<file path="src/rtl/trena_pkg.sv">
// Shared definitions for the trena serial sequencer: state codes (which double as
// the db_estado debug codes) and the ASCII constants used to build each frame.
package trena_pkg;

    localparam int N_CHARS_DEF = 4;
    localparam int TIMEOUT_DEF = 50000;

    localparam logic [7:0] ASCII_BASE = 8'h30;
    localparam logic [7:0] TERMINATOR = 8'h23;
    localparam logic [7:0] BAD_DIGIT  = 8'h3F;

    typedef enum logic [3:0] {
        ST_IDLE = 4'h0,
        ST_PREP = 4'h1,
        ST_SEND = 4'h2,
        ST_WAIT = 4'h3,
        ST_NEXT = 4'h4,
        ST_FIM  = 4'h5,
        ST_ERRO = 4'hE
    } estado_t;

endpackage

</file>
<file path="src/rtl/trena_bcd2ascii.sv">
// Converts one BCD nibble to its ASCII digit; nibbles above 9 become BAD_DIGIT so a
// corrupted measurement is visible on the far end instead of printing garbage.
module trena_bcd2ascii
    import trena_pkg::*;
(
    input  logic [3:0] nibble,
    output logic [7:0] caractere
);

    always_comb begin
        if (nibble > 4'd9) begin
            caractere = BAD_DIGIT;
        end else begin
            caractere = ASCII_BASE + {4'b0000, nibble};
        end
    end

endmodule

</file>
<file path="src/rtl/trena_serial_seq.sv">
// Frame sequencer for the trena UART link: latches a 3-digit BCD distance on start
// and walks the UART TX through hundreds, tens, units and the terminator.
module trena_serial_seq
    import trena_pkg::*;
#(
    parameter int N_CHARS = N_CHARS_DEF,
    parameter int TIMEOUT = TIMEOUT_DEF
) (
    input  logic        clock,
    input  logic        reset,
    input  logic        iniciar,
    input  logic [11:0] digitos,
    input  logic        tx_pronto,
    output logic        tx_partida,
    output logic [7:0]  tx_dados,
    output logic        ocupado,
    output logic        fim,
    output logic        erro,
    output logic [3:0]  db_estado
);

    localparam int IDX_W = $clog2(N_CHARS);
    localparam int WD_W  = $clog2(TIMEOUT);

    localparam logic [IDX_W-1:0] IDX_LAST = IDX_W'(N_CHARS - 1);
    localparam logic [WD_W-1:0]  WD_LAST  = WD_W'(TIMEOUT - 1);
    localparam logic [WD_W-1:0]  WD_MAX   = {WD_W{1'b1}};

    estado_t          estado;
    estado_t          proximo;
    logic [IDX_W-1:0] idx;
    logic [11:0]      digitos_q;
    logic [WD_W-1:0]  watchdog;
    logic [3:0]       nibble;
    logic [7:0]       digito_char;
    logic [7:0]       char_atual;

    // NOTE: sequential state uses non-blocking assignments so every register samples
    // the pre-edge values; blocking here would create order-dependent simulation.
    always_ff @(posedge clock or posedge reset) begin
        if (reset) begin
            estado <= ST_IDLE;
        end else begin
            estado <= proximo;
        end
    end

    // NOTE: every signal driven in an always_comb gets a default first, so no path
    // through the case leaves it unassigned and no latch is inferred.
    always_comb begin
        proximo = estado;
        case (estado)
            ST_IDLE: if (iniciar) proximo = ST_PREP;
            ST_PREP: proximo = ST_SEND;
            ST_SEND: proximo = ST_WAIT;
            ST_WAIT: begin
                if (tx_pronto) begin
                    proximo = (idx == IDX_LAST) ? ST_FIM : ST_NEXT;
                end else if (watchdog == WD_LAST) begin
                    proximo = ST_ERRO;
                end
            end
            ST_NEXT: proximo = ST_SEND;
            ST_FIM:  proximo = ST_IDLE;
            ST_ERRO: proximo = ST_IDLE;
            default: proximo = ST_IDLE;
        endcase
    end

    // Datapath: frame latch, char index and the WAIT watchdog, all steered by state.
    always_ff @(posedge clock or posedge reset) begin
        if (reset) begin
            idx       <= '0;
            digitos_q <= '0;
            watchdog  <= '0;
        end else begin
            case (estado)
                ST_PREP: begin
                    digitos_q <= digitos;
                    idx       <= '0;
                    watchdog  <= '0;
                end
                ST_WAIT: begin
                    if (watchdog != WD_MAX) begin
                        watchdog <= watchdog + WD_W'(1);
                    end
                end
                ST_NEXT: begin
                    if (idx != IDX_LAST) begin
                        idx <= idx + IDX_W'(1);
                    end
                    watchdog <= '0;
                end
                default: ;
            endcase
        end
    end

    always_comb begin
        nibble = digitos_q[3:0];
        case (idx)
            IDX_W'(0): nibble = digitos_q[11:8];
            IDX_W'(1): nibble = digitos_q[7:4];
            default:   nibble = digitos_q[3:0];
        endcase
    end

    trena_bcd2ascii u_bcd2ascii (
        .nibble    (nibble),
        .caractere (digito_char)
    );

    assign char_atual = (idx == IDX_LAST) ? TERMINATOR : digito_char;

    // Moore outputs: decoded from the state register and registered datapath only.
    always_comb begin
        tx_partida = 1'b0;
        tx_dados   = 8'h00;
        ocupado    = (estado != ST_IDLE);
        fim        = 1'b0;
        erro       = 1'b0;
        db_estado  = estado;
        case (estado)
            ST_SEND: begin
                tx_partida = 1'b1;
                tx_dados   = char_atual;
            end
            ST_WAIT: tx_dados = char_atual;
            ST_NEXT: tx_dados = char_atual;
            ST_FIM:  fim      = 1'b1;
            ST_ERRO: erro     = 1'b1;
            default: ;
        endcase
    end

endmodule

</file>
<file path="config.mk">
export PLATFORM = sky130hd
export DESIGN_NAME = trena_serial_seq
export DESIGN_NICKNAME = d
export VERILOG_FILES = /design/src/rtl/trena_pkg.sv /design/src/rtl/trena_bcd2ascii.sv /design/src/rtl/trena_serial_seq.sv
export SDC_FILE = /design/constraint.sdc
export NUM_CORES = 1
export LEC_CHECK = 0
export ABC_CLOCK_PERIOD_IN_PS = 4900
export CAP_MARGIN = 10
export CORE_UTILIZATION = 50
export CTS_BUF_LIST = sky130_fd_sc_hd__clkbuf_8
export CTS_CLUSTER_SIZE = 8
export DETAILED_ROUTE_END_ITERATION = 8
export PLACE_DENSITY = 0.78
export SLEW_MARGIN = 0
export SYNTH_ARGS = -nofsm -noshare
export SYNTH_HDL_FRONTEND = slang
export SYNTH_SLANG_ARGS = --single-unit
</file>
<file path="constraint.sdc">
create_clock -name clock -period 4.9 [get_ports clock]
set_input_delay 0.98 -clock clock [delete_from_list [all_inputs] [get_ports clock]]
set_output_delay 0.98 -clock clock [all_outputs]
set_load 0.02 [all_outputs]
</file>
==> impl_metrics.env <==
export IMPL_grt_overflow_total=0
export IMPL_top_usage_layer="met2"
export IMPL_clock_sinks=34
export IMPL_yosysWarnings=0
export IMPL_synthFlopType="dfrtp_1"
export IMPL_hp_class="flop to flop"
export IMPL_dieHeight_um=66.0
export IMPL_powerDensity_nw_per_um2=582
export IMPL_gp_congestion=0.793
export IMPL_setup_viol=0
export IMPL_initial_core_util=0.540
export IMPL_hold_buffers=0
export IMPL_io_pins=32
export IMPL_cp_end_kind="primary output"
export IMPL_rsz0062_at_grt="no"
export IMPL_die_w_um=66.0
export IMPL_clock_latency_ns=0.28
export IMPL_port_buffers=29
export IMPL_holdWs_ns=0.513
export IMPL_dpl_instance_area_sq_um=2370
export IMPL_htreeDepth=2
export IMPL_num_vias=1694
export IMPL_synth_top_cell_area_share=0.415
export IMPL_syn_inst=213
export IMPL_synthToLayoutAreaGrowth_pct=20.0
export IMPL_totalPowerFinal_mw=1.43
export IMPL_fmax_ghz=0.306
export IMPL_grt_pass1_wl_mm=7.19
export IMPL_final_core_util=0.648
export IMPL_path_class="flop to primary output"
export IMPL_cts_root_buffer="clkbuf_8"
export IMPL_drv_slew=0
export IMPL_cts_tree="built"
export IMPL_finalSetupTns_ns=0
export IMPL_ys_seq_area_frac=0.415
export IMPL_status="complete, no violations"
export IMPL_routedWlPerCell_um=15.1
export IMPL_grt_pass1_vias=1555
export IMPL_cts_path_max_buffers=2
export IMPL_yosys_area_top_type="dfrtp_1"
export IMPL_ys_types=50
export IMPL_antenna_cells=0
export IMPL_finClkSkew_ns=0.00639
export IMPL_stdcell_area_sq_um=2460
export IMPL_synth_most_common_cell="dfrtp_1"
export IMPL_synth_edf_count=0
export IMPL_core_sq_um=3800
export IMPL_dr_pass1_iters=4
export IMPL_cts_clk_slew_worst_paths_ns=0.07
export IMPL_wirelength_mm=4.39
export IMPL_vias_per_cell=5.84
export IMPL_antenna_found_initial=0
export IMPL_slew_headroom=0.469
export IMPL_period_minus_slack_ns=3.27
export IMPL_netlist_top_cells_area="dfrtp_1 41%, mux2_2 6.6%, mux2i_1 5.4%, nand2_1 4.2%, a211oi_1 2.9%"
export IMPL_grt_max_degree=35
export IMPL_place_detailed_hpwl_mm=3.08
export IMPL_syn_area_sq_um=2050
export IMPL_use_met2=0.356
export IMPL_drtIter0Drc=87
export IMPL_required_ns=3.92
export IMPL_p_leak_nw=1.03
export IMPL_die_area_sq_um=4360
export IMPL_vdd_drop_max_v=0.000300
export IMPL_met3_usage=0.0414
export IMPL_ys_ff_latch=34
export IMPL_grt_use_met1=0.292
export IMPL_finalHoldViolations=0
export IMPL_synth_avg_cell_area_sq_um=9.63
export IMPL_drc=0
export IMPL_numCtsBuffers=5
export IMPL_crit_path_max_fanout=5
export IMPL_antenna_left=0
export IMPL_maxCapViolations=0
export IMPL_startpoint_type="flop"
export IMPL_cts_resized=0
export IMPL_drive_above_1_share=0.124
export IMPL_post_cts_buffers=0
export IMPL_synth_common_cells="34 x dfrtp_1, 23 x nand2_1, 12 x inv_1, 12 x mux2_2, 11 x mux2i_1"
export IMPL_fin_nets=261
export IMPL_num_rows=22
export IMPL_async_flop_share=1.00
export IMPL_grtUsageTotal=0.218
export IMPL_cp_data_arrival_time_ns=2.29
export IMPL_tightest_slew_ns=0.789
export IMPL_period_share=0.666
==> cells in the final DEF (no fill, tap or decap), drive strengths merged, types with 3 or more instances in the layout <==
cell and count:
dfrtp 34, clkdlybuf4s50 29, nand2 23, inv 13, mux2 12, mux2i 11, nor2 10, nand3 8
a211oi 8, nand2b 7, a21oi 7, o21ai 6, clkbuf 6, nor3 6, o31ai 5, or4 5
a21o 4, ha 4, nand4 4, nor4 4, and3 3, a22o 3, nor4b 3
==> sequential cells by signal, indices dropped and copies added (netlist names) <==
register and count:
db_estado 4, digitos_q 12, idx 2, watchdog 16
==> report_power, final <==
part	internal, mW	switching (mW)
Clock	0.111	0.0999
Sequential	0.365	0.104
Combinational	0.361	0.391
==> stage by stage <==
stage / setup slack, ns / instances
6_report: 1.63 / 290
3_3_place_gp: 2.01 / 282
3_5_place_dp: 1.95 / 282
4_1_cts: 1.65 / 290
5_1_grt: 1.42 / 290
2_1_floorplan: 2.24 / 214
==> routing by layer <==
metal | share of wire | wire, um | up-vias
met5 | 0 | 0 | -
met3 | 0.046 | 202 | 8
li1 | - | - | 832
met2 | 0.48 | 2120 | 49
met4 | 0.014 | 62 | 0
met1 | 0.46 | 2000 | 805
==> layout make-up <==
cell class,count,area [sq um]
Fill cell,327,1340
Inverter,12,45.0
Multi-Input combinational cell,157,1110
Tap cell,48,60.1
Timing Repair Buffer,31,305
Clock inverter,2,8.76
Sequential cell,34,851
Clock buffer,6,82.6
==> logic make-up (layout without fill, tap and decap cells) <==
kind of cell	after synthesis	in the layout	synth area share
AO/OA/AOI/OAI	43	43	0.149
XOR/XNOR	1	1	0.00427
adder cells (fa/ha/maj)	4	4	0.0244
buffers and inverters	23	51	0.0494
flip-flops	34	34	0.415
multiplexers	23	23	0.120
other	1	2	0.00183
AND/OR/NAND/NOR	84	84	0.237
==> critical path: stages (launching register included) <==
cell and delay, ns:
dfrtp_1 0.40, inv_1 0.08, ha_1 0.25, nor2_1 0.23
a21o_1 0.21, o21ai_0 0.10, a31oi_1 0.13, clkdlybuf4s50_1 0.62
==> path summary, 6_finish.rpt <==
check | from | slack, ns | to | cells after the start
min in group asynchronous | reset | 1.09 | watchdog[2] | 3
max in group asynchronous | reset | 3.49 | digitos_q[6] | 3
setup / recovery | idx[0] | 1.63 | tx_dados[0] | 7
hold reg to reg | digitos_q[3] | 0.51 | digitos_q[3] | 1
setup reg to reg | db_estado[2] | 2.57 | watchdog[15] | 4
hold / removal | digitos_q[3] | 0.51 | digitos_q[3] | 1
Note: power is estimated with default switching activity, not from simulation.
